### config.mk
export PLATFORM = sky130hd
export DESIGN_NAME = control_unit
export DESIGN_NICKNAME = d
export VERILOG_FILES = /design/src/rtl/control_unit_pkg.sv /design/src/rtl/control_unit_ctrl_decode.sv /design/src/rtl/control_unit.sv
export SDC_FILE = /design/constraint.sdc
export NUM_CORES = 1
export LEC_CHECK = 0
export ABC_AREA = 1
export CORE_ASPECT_RATIO = 1.75
export CORE_MARGIN = 1.5
export CORE_UTILIZATION = 40
export CTS_BUF_LIST = sky130_fd_sc_hd__clkbuf_4
export DETAILED_ROUTE_END_ITERATION = 16
export GPL_TIMING_DRIVEN = 0
export PLACE_DENSITY = 0.83
export SLEW_MARGIN = 25
export SYNTH_ARGS = -nofsm -noshare
export SYNTH_HDL_FRONTEND = slang
export SYNTH_HIERARCHICAL = 1
export SYNTH_SLANG_ARGS = --single-unit
### constraint.sdc
create_clock -name CLK -period 2.4 [get_ports CLK]
set_clock_uncertainty 0.15 [all_clocks]
set_input_delay 0.6 -clock CLK [delete_from_list [all_inputs] [get_ports CLK]]
set_output_delay 0.6 -clock CLK [all_outputs]
set_load 0.1 [all_outputs]
### src/rtl/control_unit_pkg.sv
// Shared encodings for the cs147sec05 control unit: opcodes, functs, ALU codes,
// CTRL bit positions and the sequencer state encoding.
package control_unit_pkg;

  localparam int CTRL_WIDTH = 32;

  typedef enum logic [2:0] {
    ST_FETCH  = 3'd0,
    ST_DECODE = 3'd1,
    ST_EXE    = 3'd2,
    ST_MEM    = 3'd3,
    ST_WB     = 3'd4
  } state_t;

  localparam logic [5:0] OP_RTYPE = 6'h00;
  localparam logic [5:0] OP_JMP   = 6'h02;
  localparam logic [5:0] OP_JAL   = 6'h03;
  localparam logic [5:0] OP_BEQ   = 6'h04;
  localparam logic [5:0] OP_BNE   = 6'h05;
  localparam logic [5:0] OP_ADDI  = 6'h08;
  localparam logic [5:0] OP_SLTI  = 6'h0a;
  localparam logic [5:0] OP_ANDI  = 6'h0c;
  localparam logic [5:0] OP_ORI   = 6'h0d;
  localparam logic [5:0] OP_LUI   = 6'h0f;
  localparam logic [5:0] OP_PUSH  = 6'h1b;
  localparam logic [5:0] OP_POP   = 6'h1c;
  localparam logic [5:0] OP_MULI  = 6'h1d;
  localparam logic [5:0] OP_LW    = 6'h23;
  localparam logic [5:0] OP_SW    = 6'h2b;

  localparam logic [5:0] FN_SLL = 6'h01;
  localparam logic [5:0] FN_SRL = 6'h02;
  localparam logic [5:0] FN_JR  = 6'h08;
  localparam logic [5:0] FN_ADD = 6'h20;
  localparam logic [5:0] FN_SUB = 6'h22;
  localparam logic [5:0] FN_AND = 6'h24;
  localparam logic [5:0] FN_OR  = 6'h25;
  localparam logic [5:0] FN_NOR = 6'h27;
  localparam logic [5:0] FN_SLT = 6'h2a;
  localparam logic [5:0] FN_MUL = 6'h2c;

  localparam logic [3:0] ALU_ADD = 4'd1;
  localparam logic [3:0] ALU_SUB = 4'd2;
  localparam logic [3:0] ALU_MUL = 4'd3;
  localparam logic [3:0] ALU_SHR = 4'd4;
  localparam logic [3:0] ALU_SHL = 4'd5;
  localparam logic [3:0] ALU_AND = 4'd6;
  localparam logic [3:0] ALU_OR  = 4'd7;
  localparam logic [3:0] ALU_NOR = 4'd8;
  localparam logic [3:0] ALU_SLT = 4'd9;

  localparam int B_PC_LOAD   = 0;
  localparam int B_PC_SEL_1  = 1;
  localparam int B_PC_SEL_2  = 2;
  localparam int B_PC_SEL_3  = 3;
  localparam int B_IR_LOAD   = 4;
  localparam int B_R1_SEL_1  = 7;
  localparam int B_REG_READ  = 8;
  localparam int B_REG_WRITE = 9;
  localparam int B_WA_SEL_1  = 10;
  localparam int B_WA_SEL_2  = 11;
  localparam int B_WA_SEL_3  = 12;
  localparam int B_WD_SEL_1  = 13;
  localparam int B_WD_SEL_2  = 14;
  localparam int B_WD_SEL_3  = 15;
  localparam int B_SP_LOAD   = 16;
  localparam int B_OP1_SEL_1 = 17;
  localparam int B_OP2_SEL_1 = 18;
  localparam int B_OP2_SEL_2 = 19;
  localparam int B_OP2_SEL_3 = 20;
  localparam int B_OP2_SEL_4 = 21;
  localparam int B_ALU_LSB   = 22;
  localparam int B_MA_SEL_1  = 26;
  localparam int B_MA_SEL_2  = 27;
  localparam int B_MD_SEL_1  = 28;

endpackage

### src/rtl/control_unit_ctrl_decode.sv
// Combinational map from (state, instruction, zero) to the datapath control word
// and memory strobes.
module ctrl_decode
  import control_unit_pkg::*;
#(
  parameter int CTRL_W = CTRL_WIDTH
) (
  input  state_t            state,
  input  logic [31:0]       instruction,
  input  logic              zero,
  output logic [CTRL_W-1:0] ctrl,
  output logic              read,
  output logic              write
);

  logic [5:0] opcode;
  logic [5:0] funct;
  logic [3:0] alu_op;
  logic       op1_sp, op2_shamt, op2_imm, op2_s3, op2_r2, r_write;
  logic [CTRL_W-1:0] alu_word;
  logic       unused_fields;

  assign opcode        = instruction[31:26];
  assign funct         = instruction[5:0];
  assign unused_fields = ^instruction[25:6];

  // ALU operation and operand selects; held from EXE through WB.
  always_comb begin
    alu_op    = '0;
    op1_sp    = 1'b0;
    op2_shamt = 1'b0;
    op2_imm   = 1'b0;
    op2_s3    = 1'b0;
    op2_r2    = 1'b0;
    r_write   = 1'b0;
    case (opcode)
      OP_RTYPE: begin
        case (funct)
          FN_ADD: begin alu_op = ALU_ADD; op2_r2 = 1'b1; r_write = 1'b1; end
          FN_SUB: begin alu_op = ALU_SUB; op2_r2 = 1'b1; r_write = 1'b1; end
          FN_MUL: begin alu_op = ALU_MUL; op2_r2 = 1'b1; r_write = 1'b1; end
          FN_AND: begin alu_op = ALU_AND; op2_r2 = 1'b1; r_write = 1'b1; end
          FN_OR:  begin alu_op = ALU_OR;  op2_r2 = 1'b1; r_write = 1'b1; end
          FN_NOR: begin alu_op = ALU_NOR; op2_r2 = 1'b1; r_write = 1'b1; end
          FN_SLT: begin alu_op = ALU_SLT; op2_r2 = 1'b1; r_write = 1'b1; end
          FN_SLL: begin alu_op = ALU_SHL; op2_shamt = 1'b1; op2_s3 = 1'b1; r_write = 1'b1; end
          FN_SRL: begin alu_op = ALU_SHR; op2_shamt = 1'b1; op2_s3 = 1'b1; r_write = 1'b1; end
          default: ;
        endcase
      end
      OP_ADDI, OP_LW, OP_SW: begin alu_op = ALU_ADD; op2_imm = 1'b1; end
      OP_MULI: begin alu_op = ALU_MUL; op2_imm = 1'b1; end
      OP_SLTI: begin alu_op = ALU_SLT; op2_imm = 1'b1; end
      OP_ANDI: alu_op = ALU_AND;
      OP_ORI:  alu_op = ALU_OR;
      OP_BEQ, OP_BNE: begin alu_op = ALU_SUB; op2_r2 = 1'b1; end
      OP_PUSH: begin alu_op = ALU_SUB; op1_sp = 1'b1; op2_s3 = 1'b1; end
      OP_POP:  begin alu_op = ALU_ADD; op1_sp = 1'b1; op2_s3 = 1'b1; end
      default: ;
    endcase
  end

  always_comb begin
    alu_word                    = '0;
    alu_word[B_ALU_LSB +: 4]    = alu_op;
    alu_word[B_OP1_SEL_1]       = op1_sp;
    alu_word[B_OP2_SEL_1]       = op2_shamt;
    alu_word[B_OP2_SEL_2]       = op2_imm;
    alu_word[B_OP2_SEL_3]       = op2_s3;
    alu_word[B_OP2_SEL_4]       = op2_r2;
  end

  always_comb begin
    ctrl  = '0;
    read  = 1'b0;
    write = 1'b0;
    case (state)
      ST_FETCH: begin
        read             = 1'b1;
        ctrl[B_MA_SEL_2] = 1'b1;
        ctrl[B_IR_LOAD]  = 1'b1;
      end
      ST_DECODE: begin
        ctrl[B_REG_READ] = 1'b1;
        ctrl[B_R1_SEL_1] = (opcode != OP_PUSH);
      end
      ST_EXE: begin
        ctrl = alu_word;
        ctrl[B_SP_LOAD] = (opcode == OP_POP);
      end
      ST_MEM: begin
        ctrl = alu_word;
        case (opcode)
          OP_LW:   read = 1'b1;
          OP_SW:   write = 1'b1;
          OP_PUSH: begin write = 1'b1; ctrl[B_MA_SEL_1] = 1'b1; ctrl[B_MD_SEL_1] = 1'b1; end
          OP_POP:  begin read = 1'b1; ctrl[B_MA_SEL_1] = 1'b1; end
          default: ;
        endcase
      end
      ST_WB: begin
        ctrl = alu_word;
        ctrl[B_PC_LOAD]  = 1'b1;
        ctrl[B_PC_SEL_1] = 1'b1;
        ctrl[B_PC_SEL_3] = 1'b1;
        if (r_write) begin
          ctrl[B_REG_WRITE] = 1'b1;
          ctrl[B_WA_SEL_3]  = 1'b1;
          ctrl[B_WD_SEL_3]  = 1'b1;
        end
        case (opcode)
          OP_RTYPE: if (funct == FN_JR) ctrl[B_PC_SEL_1] = 1'b0;
          OP_BEQ:   ctrl[B_PC_SEL_2] = zero;
          OP_BNE:   ctrl[B_PC_SEL_2] = ~zero;
          OP_JMP:   ctrl[B_PC_SEL_3] = 1'b0;
          OP_JAL: begin
            ctrl[B_PC_SEL_3]  = 1'b0;
            ctrl[B_REG_WRITE] = 1'b1;
            ctrl[B_WA_SEL_2]  = 1'b1;
          end
          OP_ADDI, OP_MULI, OP_ANDI, OP_ORI, OP_SLTI, OP_LUI, OP_LW: begin
            ctrl[B_REG_WRITE] = 1'b1;
            ctrl[B_WA_SEL_3]  = 1'b1;
            ctrl[B_WA_SEL_1]  = 1'b1;
            ctrl[B_WD_SEL_3]  = 1'b1;
            ctrl[B_WD_SEL_2]  = (opcode == OP_LUI);
            ctrl[B_WD_SEL_1]  = (opcode == OP_LW);
            read              = (opcode == OP_LW);
          end
          OP_POP: begin
            // Memory data still on the bus: keep the SP address and read strobe.
            read              = 1'b1;
            ctrl[B_MA_SEL_1]  = 1'b1;
            ctrl[B_REG_WRITE] = 1'b1;
            ctrl[B_WD_SEL_3]  = 1'b1;
            ctrl[B_WD_SEL_1]  = 1'b1;
          end
          OP_PUSH: ctrl[B_SP_LOAD] = 1'b1;
          default: ;
        endcase
      end
      default: ;
    endcase
  end

endmodule

### src/rtl/control_unit.sv
// Five-state instruction sequencer; outputs are forced to zero while reset is held.
module control_unit
  import control_unit_pkg::*;
#(
  parameter int CTRL_W = CTRL_WIDTH
) (
  input  logic              CLK,
  input  logic              RST,
  input  logic [31:0]       INSTRUCTION,
  input  logic              ZERO,
  output logic [CTRL_W-1:0] CTRL,
  output logic              READ,
  output logic              WRITE
);

  state_t            state_reg, state_next;
  logic [CTRL_W-1:0] ctrl_raw;
  logic              read_raw, write_raw;

  always_ff @(posedge CLK) begin
    if (!RST) state_reg <= ST_FETCH;
    else      state_reg <= state_next;
  end

  always_comb begin
    state_next = ST_FETCH;
    case (state_reg)
      ST_FETCH:  state_next = ST_DECODE;
      ST_DECODE: state_next = ST_EXE;
      ST_EXE:    state_next = ST_MEM;
      ST_MEM:    state_next = ST_WB;
      default:   state_next = ST_FETCH;
    endcase
  end

  ctrl_decode #(.CTRL_W(CTRL_W)) u_decode (
    .state       (state_reg),
    .instruction (INSTRUCTION),
    .zero        (ZERO),
    .ctrl        (ctrl_raw),
    .read        (read_raw),
    .write       (write_raw)
  );

  // Gating here means an aborted instruction cannot strobe memory or registers.
  assign CTRL  = RST ? ctrl_raw  : '0;
  assign READ  = RST ? read_raw  : 1'b0;
  assign WRITE = RST ? write_raw : 1'b0;

endmodule
Word level (Yosys, flattened, before mapping). Cells that the tools add are included.

Flip-flop bits (word level): 3. Input port bits: 35. Output and inout port bits: 34.

Equal/unequal tests: 29. Multiplexer cells: 38. Bitwise logic cells: 1. Reductions and logical operators: 16.

Operator list (count): $eq 6x6->1 const B (9); $pmux 18 s3 (1); $eq 6x4->1 const B (6); $pmux 4 s9 (1); $mux 32 (1); $pmux 4 s7 (1); $mux 1 (26); $eq 6x2->1 const B (3); $eq 6x5->1 const B (3); $reduce_or 9->1 (2); $reduce_or 7->1 (2); $eq 6x3->1 const B (2); $pmux 3 s4 (1); $reduce_or 2->1 (6); $pmux 1 s2 (4); $reduce_or 8->1 (1); $eq 3x2->1 const B (2); $eq 6x1->1 const B (1); $logic_not 6->1 (1); $ne 6x5->1 const B (1); $reduce_or 5->1 (1); $mux 4 (1); $reduce_or 4->1 (1); $eq 3x1->1 const B (1); 6 further kinds (6).

Depth between registers and ports, before layout.
Depth after elaboration: 8. Depth in mapped cells: 13.

Modules after synthesis. Netlist, hierarchy kept.

Modules (own cells, without submodules): ctrl_decode (instances 1, cells each 171, area an instance 822.0 um2); control_unit (instances 1, cells each 85, area an instance 394.1 um2).

Least setup slack after synthesis. No wires, ideal clock.

Path type: input -> output. From: input port INSTRUCTION[27]. To: output port CTRL[22]. Arrival time: 1.970 ns. Path slack: -0.320 ns. Stages: 11. Path buffers: 0. Path through: nor2_2 nand2_2 nor2_8 nor2_2 nand3_2 nand2_2 inv_1 nand2_1 inv_1 nand2_1 inv_1.

Longest elaborated chain between the ends: 5. Elaborated cells on any way between the ends: 17. Those cells by class: eq/ne (11); mux (3); reduce/logical (3).

RTL lines: start, declared (RTL line control_unit.sv:9) `input logic [31:0] INSTRUCTION,`; $eq 6x6->1, or another cell as far along (RTL line control_unit_ctrl_decode.sv:36) `case (opcode)`; $reduce_or 4->1 (no line) or $reduce_or 3->1 (tied branches); $pmux 4 s7 (*) (RTL line control_unit_ctrl_decode.sv:36); $pmux 18 s3 (*) (RTL line control_unit_ctrl_decode.sv:77) `case (state)`; net ctrl_raw[22] (RTL line control_unit.sv:17) `logic [CTRL_W-1:0] ctrl_raw;`; $mux 32 (*) (RTL line control_unit.sv:46) `assign CTRL = RST ? ctrl_raw : '0;`; end, declared (RTL line control_unit.sv:11) `output logic [CTRL_W-1:0] CTRL,`.

The timed path passes the listed nets; every way through them passes the cells marked *.

Worst setup path after layout.
From: input port INSTRUCTION[30]. To: output port CTRL[10].

Longest elaborated chain between the ends: 5. Elaborated cells on any way between the ends: 11. Those cells by class: eq/ne (7); mux (3); reduce/logical (1).

RTL lines: $eq 6x4->1, or another cell as far along (RTL line control_unit_ctrl_decode.sv:111) `case (opcode)`; $reduce_or 7->1 (*) (RTL line control_unit_ctrl_decode.sv:111); $mux 1 (*) (RTL line control_unit_ctrl_decode.sv:111); $pmux 18 s3 (*) (RTL line control_unit_ctrl_decode.sv:77); net ctrl_raw[10] (RTL line control_unit.sv:17); $mux 32 (*) (RTL line control_unit.sv:46).

Marks and branches as above.

==> flow_summary.ini <==
[layout]
largest_register_ffs = 3
final_layout_size_suffix_gt1_share_pct = 52.55
num-fill-cells = 193
postLayoutCoreUtil_pct = 79.47
area_growth_pct = 89.20
diodes = 0
layout.nets = 350
final_common_cell = nand2_1
top_library_cells_by_usage_in_the_layout_fill_and_taps_aside = nand2_1 (56), inv_1 (40), nor2_1 (23)

[floorplanning]
initial_utilization_pct = 42.01
die-height_um = 75.94
placement_rows = 26
pin_count = 69
core_area_mm2 = 0.002895
die_x_um = 44.68
die_area_mm2 = 0.003393

[setup_path]
timing.reg2reg.worst_path_depth = 3
crit_path_start_kind = input pin
cp_data_required_time_ps = 1650
crit_chain = buf_8, nor2_4, buf_4, nand3_2, inv_1, nor2_1, nand3_2, nand2_1, inv_1, nand2_2, clkinvlp_4, buf_12
worst_setup_path_startpoint = INSTRUCTION[30]
max_stage_delay_ps = 210
worstReg2RegEnd = state_reg[1]$_SDFF_PN0_
worstPathArrival_ps = 1900
setup.reg_to_reg.worst_slack_ps = 1550
worstReg2RegStart = state_reg[2]$_SDFF_PN0_
endpoint_kind = output port
timing.setup.critical_path_class = input pin to output port
critical_path.slowest_cell = nor2_4
worst-path-max-fanout = 8

[routing]
drt_drc_violations_left = 2
wl_per_cell_um = 11.44
drt-initial-drc-count = 38
detail_route.vias_per_cell = 4.819
drtPass1Iterations = 10
vias = 1648
ant_nets = 0
drt-total-wl_um = 3913

[grt]
antenna_found_initial = 0
grt_pass1_vias = 1601
grt.overflow.total = 0
grt_max_degree = 11
grt_first_pass_wirelength_um = 6506
gr-usage-all-layers_pct = 24.25

[power_and_ir_drop]
worst_ir_drop_vdd_v = 0.0003557
p_per_area_mw_per_mm2 = 202.1
total_leakage_power_nw = 1.235
pwr_total_mw = 0.4649

[clock_network]
cts.clk_slew.worst_paths_ps = 30
cts.sink_count = 3
cts_tree = built
ctsHoldBuffers = 0
clock_h_tree_levels = 1
clk_latency_ps = 230
cts_buffer_depth = 2
tritoncts.num_buffers = 3
root_buffer = clkbuf_4

[synth]
synth.cell_area_mm2 = 0.001216
synth_sequential_area_ratio_pct = 4.938
syn-mean-instance-area_um2 = 4.751
synth_cells = 256
ys_seq_elements = 3
yosys_warnings = 6
synth_cell_types = 26

[placement]
dp_hpwl_um = 2665
gpl_wtd_cong = 0.8655
port_buffers = 42

[timing]
finalSetupViolCount = 16
tightest_slew_ps = 551.4
final_hold_viol_count = 0
period_needed_ps = 2648
final_min_period_over_clock_period_pct = 110.3
drv_slew = 0
achievable-frequency_mhz = 377.6
final_critical_path_setup_slack_ps = -248.0
setup_repair_after_global_routing_missed_its_margin = yes
timing.slew.headroom_pct = 63.41

[hold_path]
worst_hold_path_endpoint = state_reg[0]$_SDFF_PN0_
hold_path_class = flip-flop to flip-flop
holdCritStartpoint = state_reg[0]$_SDFF_PN0_
timing.hold.worst_path_depth = 1

[status]
violations = design-rule violations, negative setup slack
status = finished with violations

[job]
drv_cap = 0
cells by family (layout without fill, tap and decap cells):
| kind of cell | Yosys count | count (layout) | share of synthesized area, % |
|---|---|---|---|
| buffers and inverters | 81 | 135 | 29.01 |
| AOI/OAI and AO/OA | 14 | 14 | 6.378 |
| DFF | 3 | 3 | 4.938 |
| and+or+nand+nor | 156 | 156 | 58.64 |
| xor gates and xnor gates | 1 | 1 | 0.7203 |
| other | 1 | 5 | 0.3083 |
cell usage after synthesis:
master,n,area [um^2]
a21oi_1,7,35.03
a31oi_1,1,6.260
a41oi_1,1,8.760
and2_1,1,6.260
buf_4,7,52.55
buf_6,3,33.78
conb_1,1,3.750
dfxtp_1,3,60.06
inv_1,67,251.5
inv_2,4,15.01
nand2_1,78,292.8
nand2_2,4,25.02
nand3_1,21,105.1
nand3_2,2,20.02
nand3_4,1,17.52
nand4_1,1,6.260
nor2_1,34,127.6
nor2_2,5,31.28
nor2_4,3,33.78
nor2_8,1,20.02
nor3_1,3,15.01
nor4_1,1,6.260
o21ai_0,3,15.01
o22ai_1,2,12.51
or3_1,1,6.260
xnor2_1,1,8.760
worst max-delay path by stage:
stage | slack [ps] | to
2_1_floorplan | -100 | CTRL[22]
3_3_place_gp | -1730 | CTRL[25]
3_5_place_dp | -1750 | CTRL[25]
4_1_cts | -190 | CTRL[9]
5_1_grt | -310 | CTRL[15]
6_report | -250 | CTRL[10]
metal layers:
metal,track usage (%),wire length [um]
met3,1.667,78
met4,8.788,77
met5,0,0
met2,47.54,2301
met1,24.02,1455
worst max-delay path: cells and delay by family:
| family | cells | cell delay (ps) |
|---|---|---|
| buffers and inverters | 6 | 690 |
| and+or+nand+nor | 6 | 600 |
cell type report:
cell class | instances | area (um^2) | share of cell area (%)
Clock buffer | 4 | 30.03 | 1.305
Multi-Input combinational cell | 176 | 1086 | 47.20
Sequential cell | 3 | 62.56 | 2.719
Buffer | 10 | 86.33 | 3.752
Timing Repair Buffer | 50 | 659.4 | 28.66
Inverter | 71 | 341.6 | 14.85
Tap cell | 28 | 35.03 | 1.523
where the power goes:
part | internal (mW) | switching [mW] | leakage (nW)
Combinational | 0.0889 | 0.218 | 1.19
Sequential | 0.0544 | 0.00471 | 0.0253
Clock | 0.0735 | 0.0254 | 0.0184
repair_timing:
item	CTS	global route
gates cloned	0	0
gates resized for setup	328	35
pin swaps	31	8
setup buffers	8	0
setup endpoints to repair	29	27
per-stage QoR:
step	setup WS (ps)	std cells	setup TNS, ps	area [um^2]	hold slack [ps]
after floorplan	-95.15	260	-389.2	1363	299.0
after detailed placement	-1751	330	-40070	1818	340.2
final	-248.0	342	-2455	2301	303.8
after global routing	-313.2	342	-3616	2301	339.3
after global placement	-1728	330	-39800	1818	324.5
after CTS	-193.0	342	-1968	2208	310.9
Power figures use the tool's default switching activity.
